**src/rtl/int_issue_queue_pkg.sv**
```systemverilog
// Shared types and the robIdx age compare used by select and flush logic.
package int_issue_queue_pkg;

    localparam int DEPTH      = 8;
    localparam int ENQ_WIDTH  = 2;
    localparam int DATA_WIDTH = 64;
    localparam int PREG_WIDTH = 7;
    localparam int ROB_WIDTH  = 5;
    localparam int WB_WIDTH   = 4;

    typedef struct packed {
        logic                 dir;
        logic [ROB_WIDTH-1:0] idx;
    } rob_idx_t;

    // a is older than b; the dir bit flips each time the ROB pointer wraps
    function automatic logic is_older(input rob_idx_t a, input rob_idx_t b);
        return (a.dir == b.dir) ? (a.idx < b.idx) : (a.idx > b.idx);
    endfunction

endpackage

```
**src/rtl/int_issue_queue_if.sv**
```systemverilog
// Dispatch, wakeup, redirect and issue signals between the integer backend and the issue queue.
interface int_issue_queue_if;
    import int_issue_queue_pkg::*;

    logic [ENQ_WIDTH-1:0]                 dis_en;
    logic [ENQ_WIDTH-1:0][DATA_WIDTH-1:0] dis_data;
    logic [ENQ_WIDTH-1:0][PREG_WIDTH-1:0] dis_rs1;
    logic [ENQ_WIDTH-1:0][PREG_WIDTH-1:0] dis_rs2;
    logic [ENQ_WIDTH-1:0]                 dis_rs1v;
    logic [ENQ_WIDTH-1:0]                 dis_rs2v;
    rob_idx_t [ENQ_WIDTH-1:0]             dis_robIdx;
    logic                                 full;

    logic [WB_WIDTH-1:0]                  wakeup_en;
    logic [WB_WIDTH-1:0][PREG_WIDTH-1:0]  wakeup_preg;

    logic                                 redirect;
    rob_idx_t                             redirect_idx;

    logic                                 issue_valid;
    logic [DATA_WIDTH-1:0]                issue_data;
    logic [PREG_WIDTH-1:0]                issue_rs1;
    logic [PREG_WIDTH-1:0]                issue_rs2;
    rob_idx_t                             issue_robIdx;
    logic                                 issue_ready;

    modport master (
        output dis_en, dis_data, dis_rs1, dis_rs2, dis_rs1v, dis_rs2v, dis_robIdx,
        output wakeup_en, wakeup_preg, redirect, redirect_idx, issue_ready,
        input  full, issue_valid, issue_data, issue_rs1, issue_rs2, issue_robIdx
    );

    modport slave (
        input  dis_en, dis_data, dis_rs1, dis_rs2, dis_rs1v, dis_rs2v, dis_robIdx,
        input  wakeup_en, wakeup_preg, redirect, redirect_idx, issue_ready,
        output full, issue_valid, issue_data, issue_rs1, issue_rs2, issue_robIdx
    );

endinterface

```
**src/rtl/int_issue_queue_age_select.sv**
```systemverilog
// Combinational oldest-ready picker: pairwise age matrix, one-hot grant.
module age_select
    import int_issue_queue_pkg::*;
#(
    parameter int N = DEPTH
) (
    input  logic [N-1:0]     req,
    input  rob_idx_t [N-1:0] age,
    output logic [N-1:0]     grant,
    output logic             gnt_vld
);

    logic [N-1:0][N-1:0] older;

    // older[i][j]: slot i is older than slot j (diagonal set so a slot never blocks itself)
    always_comb begin
        older = '0;
        for (int i = 0; i < N; i++)
            for (int j = 0; j < N; j++)
                older[i][j] = (i == j) ? 1'b1 : is_older(age[i], age[j]);
    end

    // a requester wins when it is older than every other requester
    always_comb begin
        grant = '0;
        for (int i = 0; i < N; i++)
            grant[i] = req[i] & (&(older[i] | ~req));
    end

    assign gnt_vld = |req;

endmodule

```
**src/rtl/int_issue_queue.sv**
```systemverilog
// Integer issue queue: holds dispatched uops until operands are ready, issues oldest first.
module int_issue_queue
    import int_issue_queue_pkg::*;
(
    input  logic               clk,
    input  logic               rst,
    int_issue_queue_if.slave   bus
);

    localparam int CNT_W = $clog2(DEPTH) + 1;

    logic [DEPTH-1:0]                 slot_vld;
    logic [DEPTH-1:0]                 slot_rs1v;
    logic [DEPTH-1:0]                 slot_rs2v;
    logic [DEPTH-1:0][DATA_WIDTH-1:0] slot_data;
    logic [DEPTH-1:0][PREG_WIDTH-1:0] slot_rs1;
    logic [DEPTH-1:0][PREG_WIDTH-1:0] slot_rs2;
    rob_idx_t [DEPTH-1:0]             slot_rob;
    logic [CNT_W-1:0]                 count;

    logic [DEPTH-1:0]                 slot_wk1, slot_wk2, cand, grant, kill;
    logic [ENQ_WIDTH-1:0]             dis_wk1, dis_wk2;
    logic [ENQ_WIDTH-1:0][DEPTH-1:0]  alloc;
    logic [CNT_W-1:0]                 enq_n;
    logic                             enq_ok, sel_vld, load;
    logic [DATA_WIDTH-1:0]            sel_data;
    logic [PREG_WIDTH-1:0]            sel_rs1, sel_rs2;
    rob_idx_t                         sel_rob;

    function automatic logic wake_hit(
        input logic [PREG_WIDTH-1:0]               preg,
        input logic [WB_WIDTH-1:0]                 en,
        input logic [WB_WIDTH-1:0][PREG_WIDTH-1:0] pregs
    );
        logic hit;
        hit = 1'b0;
        for (int k = 0; k < WB_WIDTH; k++)
            hit = hit | (en[k] & (pregs[k] == preg));
        return hit;
    endfunction

    assign bus.full = (CNT_W'(DEPTH) - count) < CNT_W'(ENQ_WIDTH);
    assign enq_ok   = ~bus.full & ~bus.redirect;

    // wakeup matches for stored slots and for incoming uops
    always_comb begin
        slot_wk1 = '0;
        slot_wk2 = '0;
        dis_wk1  = '0;
        dis_wk2  = '0;
        for (int s = 0; s < DEPTH; s++) begin
            slot_wk1[s] = wake_hit(slot_rs1[s], bus.wakeup_en, bus.wakeup_preg);
            slot_wk2[s] = wake_hit(slot_rs2[s], bus.wakeup_en, bus.wakeup_preg);
        end
        for (int p = 0; p < ENQ_WIDTH; p++) begin
            dis_wk1[p] = wake_hit(bus.dis_rs1[p], bus.wakeup_en, bus.wakeup_preg);
            dis_wk2[p] = wake_hit(bus.dis_rs2[p], bus.wakeup_en, bus.wakeup_preg);
        end
    end

    // lowest free slot to the lowest active port; slots freed this edge still look busy
    always_comb begin
        logic [DEPTH-1:0] avail;
        logic             found;
        alloc = '0;
        enq_n = '0;
        avail = ~slot_vld;
        found = 1'b0;
        for (int p = 0; p < ENQ_WIDTH; p++) begin
            found = 1'b0;
            if (enq_ok && bus.dis_en[p]) begin
                for (int s = 0; s < DEPTH; s++) begin
                    if (!found && avail[s]) begin
                        alloc[p][s] = 1'b1;
                        avail[s]    = 1'b0;
                        found       = 1'b1;
                    end
                end
                enq_n = enq_n + CNT_W'(found);
            end
        end
    end

    assign cand = slot_vld & slot_rs1v & slot_rs2v;

    age_select #(.N(DEPTH)) u_sel (
        .req     (cand),
        .age     (slot_rob),
        .grant   (grant),
        .gnt_vld (sel_vld)
    );

    assign load = ~bus.redirect & sel_vld & (~bus.issue_valid | bus.issue_ready);

    // one-hot mux of the granted slot
    always_comb begin
        sel_data = '0;
        sel_rs1  = '0;
        sel_rs2  = '0;
        sel_rob  = '0;
        for (int s = 0; s < DEPTH; s++) begin
            if (grant[s]) begin
                sel_data = slot_data[s];
                sel_rs1  = slot_rs1[s];
                sel_rs2  = slot_rs2[s];
                sel_rob  = slot_rob[s];
            end
        end
    end

    // slots strictly younger than the redirect point are squashed
    always_comb begin
        kill = '0;
        for (int s = 0; s < DEPTH; s++)
            kill[s] = slot_vld[s] & is_older(bus.redirect_idx, slot_rob[s]);
    end

    // slot state: free on issue/flush, set ready bits on wakeup, write on enqueue
    always_ff @(posedge clk) begin
        if (rst) begin
            slot_vld  <= '0;
            slot_rs1v <= '0;
            slot_rs2v <= '0;
        end else begin
            for (int s = 0; s < DEPTH; s++) begin
                if (bus.redirect) begin
                    if (kill[s]) slot_vld[s] <= 1'b0;
                end else if (load && grant[s]) begin
                    slot_vld[s] <= 1'b0;
                end
                if (slot_vld[s] && slot_wk1[s]) slot_rs1v[s] <= 1'b1;
                if (slot_vld[s] && slot_wk2[s]) slot_rs2v[s] <= 1'b1;
                for (int p = 0; p < ENQ_WIDTH; p++) begin
                    if (alloc[p][s]) begin
                        slot_vld[s]  <= 1'b1;
                        slot_data[s] <= bus.dis_data[p];
                        slot_rs1[s]  <= bus.dis_rs1[p];
                        slot_rs2[s]  <= bus.dis_rs2[p];
                        slot_rob[s]  <= bus.dis_robIdx[p];
                        slot_rs1v[s] <= bus.dis_rs1v[p] | dis_wk1[p];
                        slot_rs2v[s] <= bus.dis_rs2v[p] | dis_wk2[p];
                    end
                end
            end
        end
    end

    // occupancy: exact recount on redirect, incremental otherwise
    always_ff @(posedge clk) begin
        if (rst)
            count <= '0;
        else if (bus.redirect)
            count <= CNT_W'($countones(slot_vld & ~kill));
        else
            count <= count + enq_n - CNT_W'(load);
    end

    // issue output register; a redirect drops a younger op or one the FU takes this cycle
    always_ff @(posedge clk) begin
        if (rst) begin
            bus.issue_valid  <= 1'b0;
            bus.issue_data   <= '0;
            bus.issue_rs1    <= '0;
            bus.issue_rs2    <= '0;
            bus.issue_robIdx <= '0;
        end else if (bus.redirect) begin
            if (bus.issue_valid && (bus.issue_ready || is_older(bus.redirect_idx, bus.issue_robIdx)))
                bus.issue_valid <= 1'b0;
        end else if (load) begin
            bus.issue_valid  <= 1'b1;
            bus.issue_data   <= sel_data;
            bus.issue_rs1    <= sel_rs1;
            bus.issue_rs2    <= sel_rs2;
            bus.issue_robIdx <= sel_rob;
        end else if (bus.issue_ready) begin
            bus.issue_valid <= 1'b0;
        end
    end

endmodule
```
**src/flat_wrapper.sv**
```systemverilog
// flat-port wrapper written by rule: the top's interface ports become plain ports
module int_issue_queue_flat import int_issue_queue_pkg::*;
  (clk, rst, bus_dis_en, bus_dis_data, bus_dis_rs1, bus_dis_rs2, bus_dis_rs1v, bus_dis_rs2v, bus_dis_robIdx, bus_wakeup_en, bus_wakeup_preg, bus_redirect, bus_redirect_idx, bus_issue_ready, bus_full, bus_issue_valid, bus_issue_data, bus_issue_rs1, bus_issue_rs2, bus_issue_robIdx);
  int_issue_queue_if bus_i ();
  input  logic clk;
  input  logic rst;
  input wire logic [$bits(bus_i.dis_en)-1:0] bus_dis_en;
  input wire logic [$bits(bus_i.dis_data)-1:0] bus_dis_data;
  input wire logic [$bits(bus_i.dis_rs1)-1:0] bus_dis_rs1;
  input wire logic [$bits(bus_i.dis_rs2)-1:0] bus_dis_rs2;
  input wire logic [$bits(bus_i.dis_rs1v)-1:0] bus_dis_rs1v;
  input wire logic [$bits(bus_i.dis_rs2v)-1:0] bus_dis_rs2v;
  input wire logic [$bits(bus_i.dis_robIdx)-1:0] bus_dis_robIdx;
  input wire logic [$bits(bus_i.wakeup_en)-1:0] bus_wakeup_en;
  input wire logic [$bits(bus_i.wakeup_preg)-1:0] bus_wakeup_preg;
  input wire logic [$bits(bus_i.redirect)-1:0] bus_redirect;
  input wire logic [$bits(bus_i.redirect_idx)-1:0] bus_redirect_idx;
  input wire logic [$bits(bus_i.issue_ready)-1:0] bus_issue_ready;
  output wire logic [$bits(bus_i.full)-1:0] bus_full;
  output wire logic [$bits(bus_i.issue_valid)-1:0] bus_issue_valid;
  output wire logic [$bits(bus_i.issue_data)-1:0] bus_issue_data;
  output wire logic [$bits(bus_i.issue_rs1)-1:0] bus_issue_rs1;
  output wire logic [$bits(bus_i.issue_rs2)-1:0] bus_issue_rs2;
  output wire logic [$bits(bus_i.issue_robIdx)-1:0] bus_issue_robIdx;
  assign bus_i.dis_en = bus_dis_en;
  assign bus_i.dis_data = bus_dis_data;
  assign bus_i.dis_rs1 = bus_dis_rs1;
  assign bus_i.dis_rs2 = bus_dis_rs2;
  assign bus_i.dis_rs1v = bus_dis_rs1v;
  assign bus_i.dis_rs2v = bus_dis_rs2v;
  assign bus_i.dis_robIdx = bus_dis_robIdx;
  assign bus_i.wakeup_en = bus_wakeup_en;
  assign bus_i.wakeup_preg = bus_wakeup_preg;
  assign bus_i.redirect = bus_redirect;
  assign bus_i.redirect_idx = bus_redirect_idx;
  assign bus_i.issue_ready = bus_issue_ready;
  assign bus_full = bus_i.full;
  assign bus_issue_valid = bus_i.issue_valid;
  assign bus_issue_data = bus_i.issue_data;
  assign bus_issue_rs1 = bus_i.issue_rs1;
  assign bus_issue_rs2 = bus_i.issue_rs2;
  assign bus_issue_robIdx = bus_i.issue_robIdx;
  int_issue_queue u_core (.clk(clk), .rst(rst), .bus(bus_i));
endmodule
```
**config.mk**
```make
export PLATFORM = sky130hd
export DESIGN_NAME = int_issue_queue_flat
export DESIGN_NICKNAME = d
export VERILOG_FILES = /design/src/rtl/int_issue_queue_pkg.sv /design/src/rtl/int_issue_queue_if.sv /design/src/rtl/int_issue_queue_age_select.sv /design/src/rtl/int_issue_queue.sv /design/src/flat_wrapper.sv
export SDC_FILE = /design/constraint.sdc
export NUM_CORES = 2
export LEC_CHECK = 0
export ABC_AREA = 1
export BUFFER_PORTS_ARGS = -buffer_cell sky130_fd_sc_hd__buf_4
export CORE_MARGIN = 10
export CORE_UTILIZATION = 34
export DETAILED_ROUTE_END_ITERATION = 10
export PLACE_DENSITY = 0.62
export SLEW_MARGIN = 20
export SYNTH_ARGS = -nofsm -noshare
export SYNTH_HDL_FRONTEND = slang
export SYNTH_SLANG_ARGS = --single-unit
```
**constraint.sdc**
```tcl
create_clock -name clk -period 13.8 [get_ports clk]
set_input_delay 0.69 -clock clk [delete_from_list [all_inputs] [get_ports clk]]
set_output_delay 0.69 -clock clk [all_outputs]
set_load 0.02 [all_outputs]
```
==> impl_metrics.ini <==
[power]
switchingPower_mw = 1.59
max-vdd-ir-drop_uv = 107
p_leak_nw = 24.5
switching_share_pct = 27.5
p_seq_share_pct = 46.1
combPwrFrac_pct = 11.4
power_density_mw_per_mm2 = 99.1
p_total_mw = 5.76
p_clk_share_pct = 42.5
power.internal_mw = 4.17

[route]
wl_per_cell_um = 26.0
via_per_inst = 5.85
wl_mm = 225
drtPass1Iterations = 11
drcViolationCount = 2
num_vias = 50700
ant_nets = 0
drt_iter0_drc = 6599

[die]
io_pins = 302
die_y_um = 411
placementRows = 143
die_x_um = 411
die_area_mm2 = 0.169
initial_core_util_pct = 34.3
core_mm2 = 0.152

[synth]
async_flop_share_pct = 0
synth_top_area_cell = edfxtp_1
avgSynthCellArea_um2 = 7.82
syn_inst = 6658
synth_area_mm2 = 0.0521
synth.net_count = 7077
synthMostInstantiatedCell = nand2_1
ys_ff_latch = 785
synth_area_leaders = edfxtp_1, nand2_1, nand3_1
synth-seq-area-share_pct = 43.1
ys_warn_count = 0
ys.flop_type = edfxtp_1
synth_edf_count = 672
ys_types = 62
yosys-top-cells-count = nand2_1, nand3_1, o21ai_0
synth_top_area_share_pct = 38.7

[placement]
port-buffer-count = 301
hpwl_mm = 138
globalplace.congestion = 0.959
dp_slack_ns = 8.49

[worst_setup_path]
criticalPathCategory = register to register
max_stage_delay_ns = 0.90
cp_data_arrival_time_ns = 5.31
crit_slowest_cell = buf_4
cp-end-kind = register
path_max_fanout = 71
crit_chain = inv_1 -> ha_1 -> a21oi_1 -> o21a_1 -> nand2_2 -> nand3_4 -> inv_2 -> nand3_1 -> nand2_1 -> nand2_2 -> nor2_4 -> nand3_4 -> nand2_1 -> inv_1 -> nor2_4 -> buf_4 -> buf_4
cp-start-kind = register
path_buf_inv = 5
required_ns = 14.13
cp_top_family = simple AND/OR/NAND/NOR gates

[timing]
relSlewSlack_pct = 16.8
finalHoldViolCount = 0
max_freq_mhz = 201
hold-worst-slack_ns = 0.280
fin_crit_sh_pct = 36.1
min_period_ns = 4.98
setup_violations = 0
grt_setup_unrepaired = no
finalSetupTns_ns = 0
report.final.slew_viol_count = 0
setup_slack_ns = 8.82
worstMarginPinSlew_ns = 1.25
fin_skew_ns = 0.0514

[final_layout]
postLayoutCoreUtil_pct = 38.2
area_growth_pct = 11.5
regArea_mm2 = 0.0224
drive_above_1_share_pct = 8.97
multi_input_area_mm2 = 0.0248
fillers = 15600
nNetsFinal = 6986

[grt]
grt_max_degree = 102
grt_overflow = 0
grt_pass1_vias = 47300
grt_pass1_wl_mm = 323
grt_antenna_before_repair = 17
grt_use_total_pct = 25.3

[cts]
post_cts_resized = 0
root_buffer = clkbuf_16
numCtsBuffers = 89
h-tree-depth = 3
cts_tree = done
cts-hold-fix-buffers = 0
clkLatencyLatePin_ns = 0.75
cts_buffer_depth = 3
cts.sinks = 785
post-cts-setup-buffers = 0
path_clk_slew_ns = 0.06

[worst_hold_path]
hold_class = primary input to register

[outcome]
violations = design-rule violations
outcome = finished, violations left

[flow_run]
maxCapViolations = 0
==> layout make-up <==
cell class                      count  area share (%)
Tap cell                         2030            4.37
Timing Repair Buffer              368            4.83
Multi-Input combinational cell   4661            42.7
Antenna cell                        4          0.0172
Clock inverter                     55            1.03
Inverter                          662            4.29
Sequential cell                   785            38.6
Clock buffer                      112            4.09
==> sequential cells by signal, summed over array words and instances, names as in the netlist, 8 cells and up <==
register / cells
u_core.slot_rs1: 56
u_core.slot_rs2v: 8
u_core.slot_data: 512
u_core.slot_rob: 48
u_core.slot_rs1v: 8
u_core.slot_rs2: 56
u_core.bus.issue_data: 64
u_core.slot_vld: 8
==> path summary, 6_finish.rpt <==
path / startpoint / endpoint / slack, ns / cells after the start
hold / removal: bus_redirect / u_core.slot_vld[0]$_SDFFE_PP0P_ / 0.28 / 2
setup reg to reg: u_core.count[1]$_SDFF_PP0_ / u_core.slot_data[355]$_DFFE_PP_ / 8.82 / 17
setup / recovery: u_core.count[1]$_SDFF_PP0_ / u_core.slot_data[355]$_DFFE_PP_ / 8.82 / 17
hold reg to reg: u_core.bus.issue_rs2[3]$_SDFFE_PP0P_ / u_core.bus.issue_rs2[3]$_SDFFE_PP0P_ / 0.47 / 2
==> stage by stage <==
stage,std cells,cell area (um^2)
final,8677,58100
after global routing,8674,58100
after CTS,8671,58000
after detailed placement,8504,55000
after global placement,8504,55000
after floorplan,6658,52100
==> kinds of logic after synthesis <==
family	Yosys count	share of synthesized area [%]
compound gates	1446	16.0
xor+xnor	164	2.77
fa+ha+maj	203	4.95
buf+inv	1212	9.67
flops	785	43.1
mux	2	0.0408
simple gates	2846	23.5
==> routing by layer <==
| layer | part of all wire [%] | global-route usage [%] | vias up |
|---|---|---|---|
| met3 | 11 | 5.74 | 739 |
| li1 | - | - | 22700 |
| met2 | 44 | 39.5 | 3230 |
| met1 | 39 | 32.9 | 24000 |
| met5 | 0.060 | 0 | - |
| met4 | 5.3 | 12.7 | 18 |
==> power by group through the flow <==
stage / Sequential (mW) / Clock (mW) / Combinational [mW]
2_1_floorplan: 2.69 / 0 / 0.390
3_3_place_gp: 2.70 / 0 / 0.617
3_5_place_dp: 2.70 / 0 / 0.629
4_1_cts: 2.65 / 2.47 / 0.631
5_1_grt: 2.65 / 2.56 / 0.705
6_report: 2.65 / 2.45 / 0.656
==> cells in the final DEF (no fill, tap or decap), drive strengths merged, types with 86 or more instances in the layout <==
cell type / count
a21oi: 237
xnor2: 86
ha: 198
dfxtp: 113
clkbuf: 112
inv: 652
buf: 368
nand4: 148
o22ai: 145
edfxtp: 672
nand3: 721
o21ai: 826
nand2: 1533
nor2: 370
(Power assumes the default switching activity.)
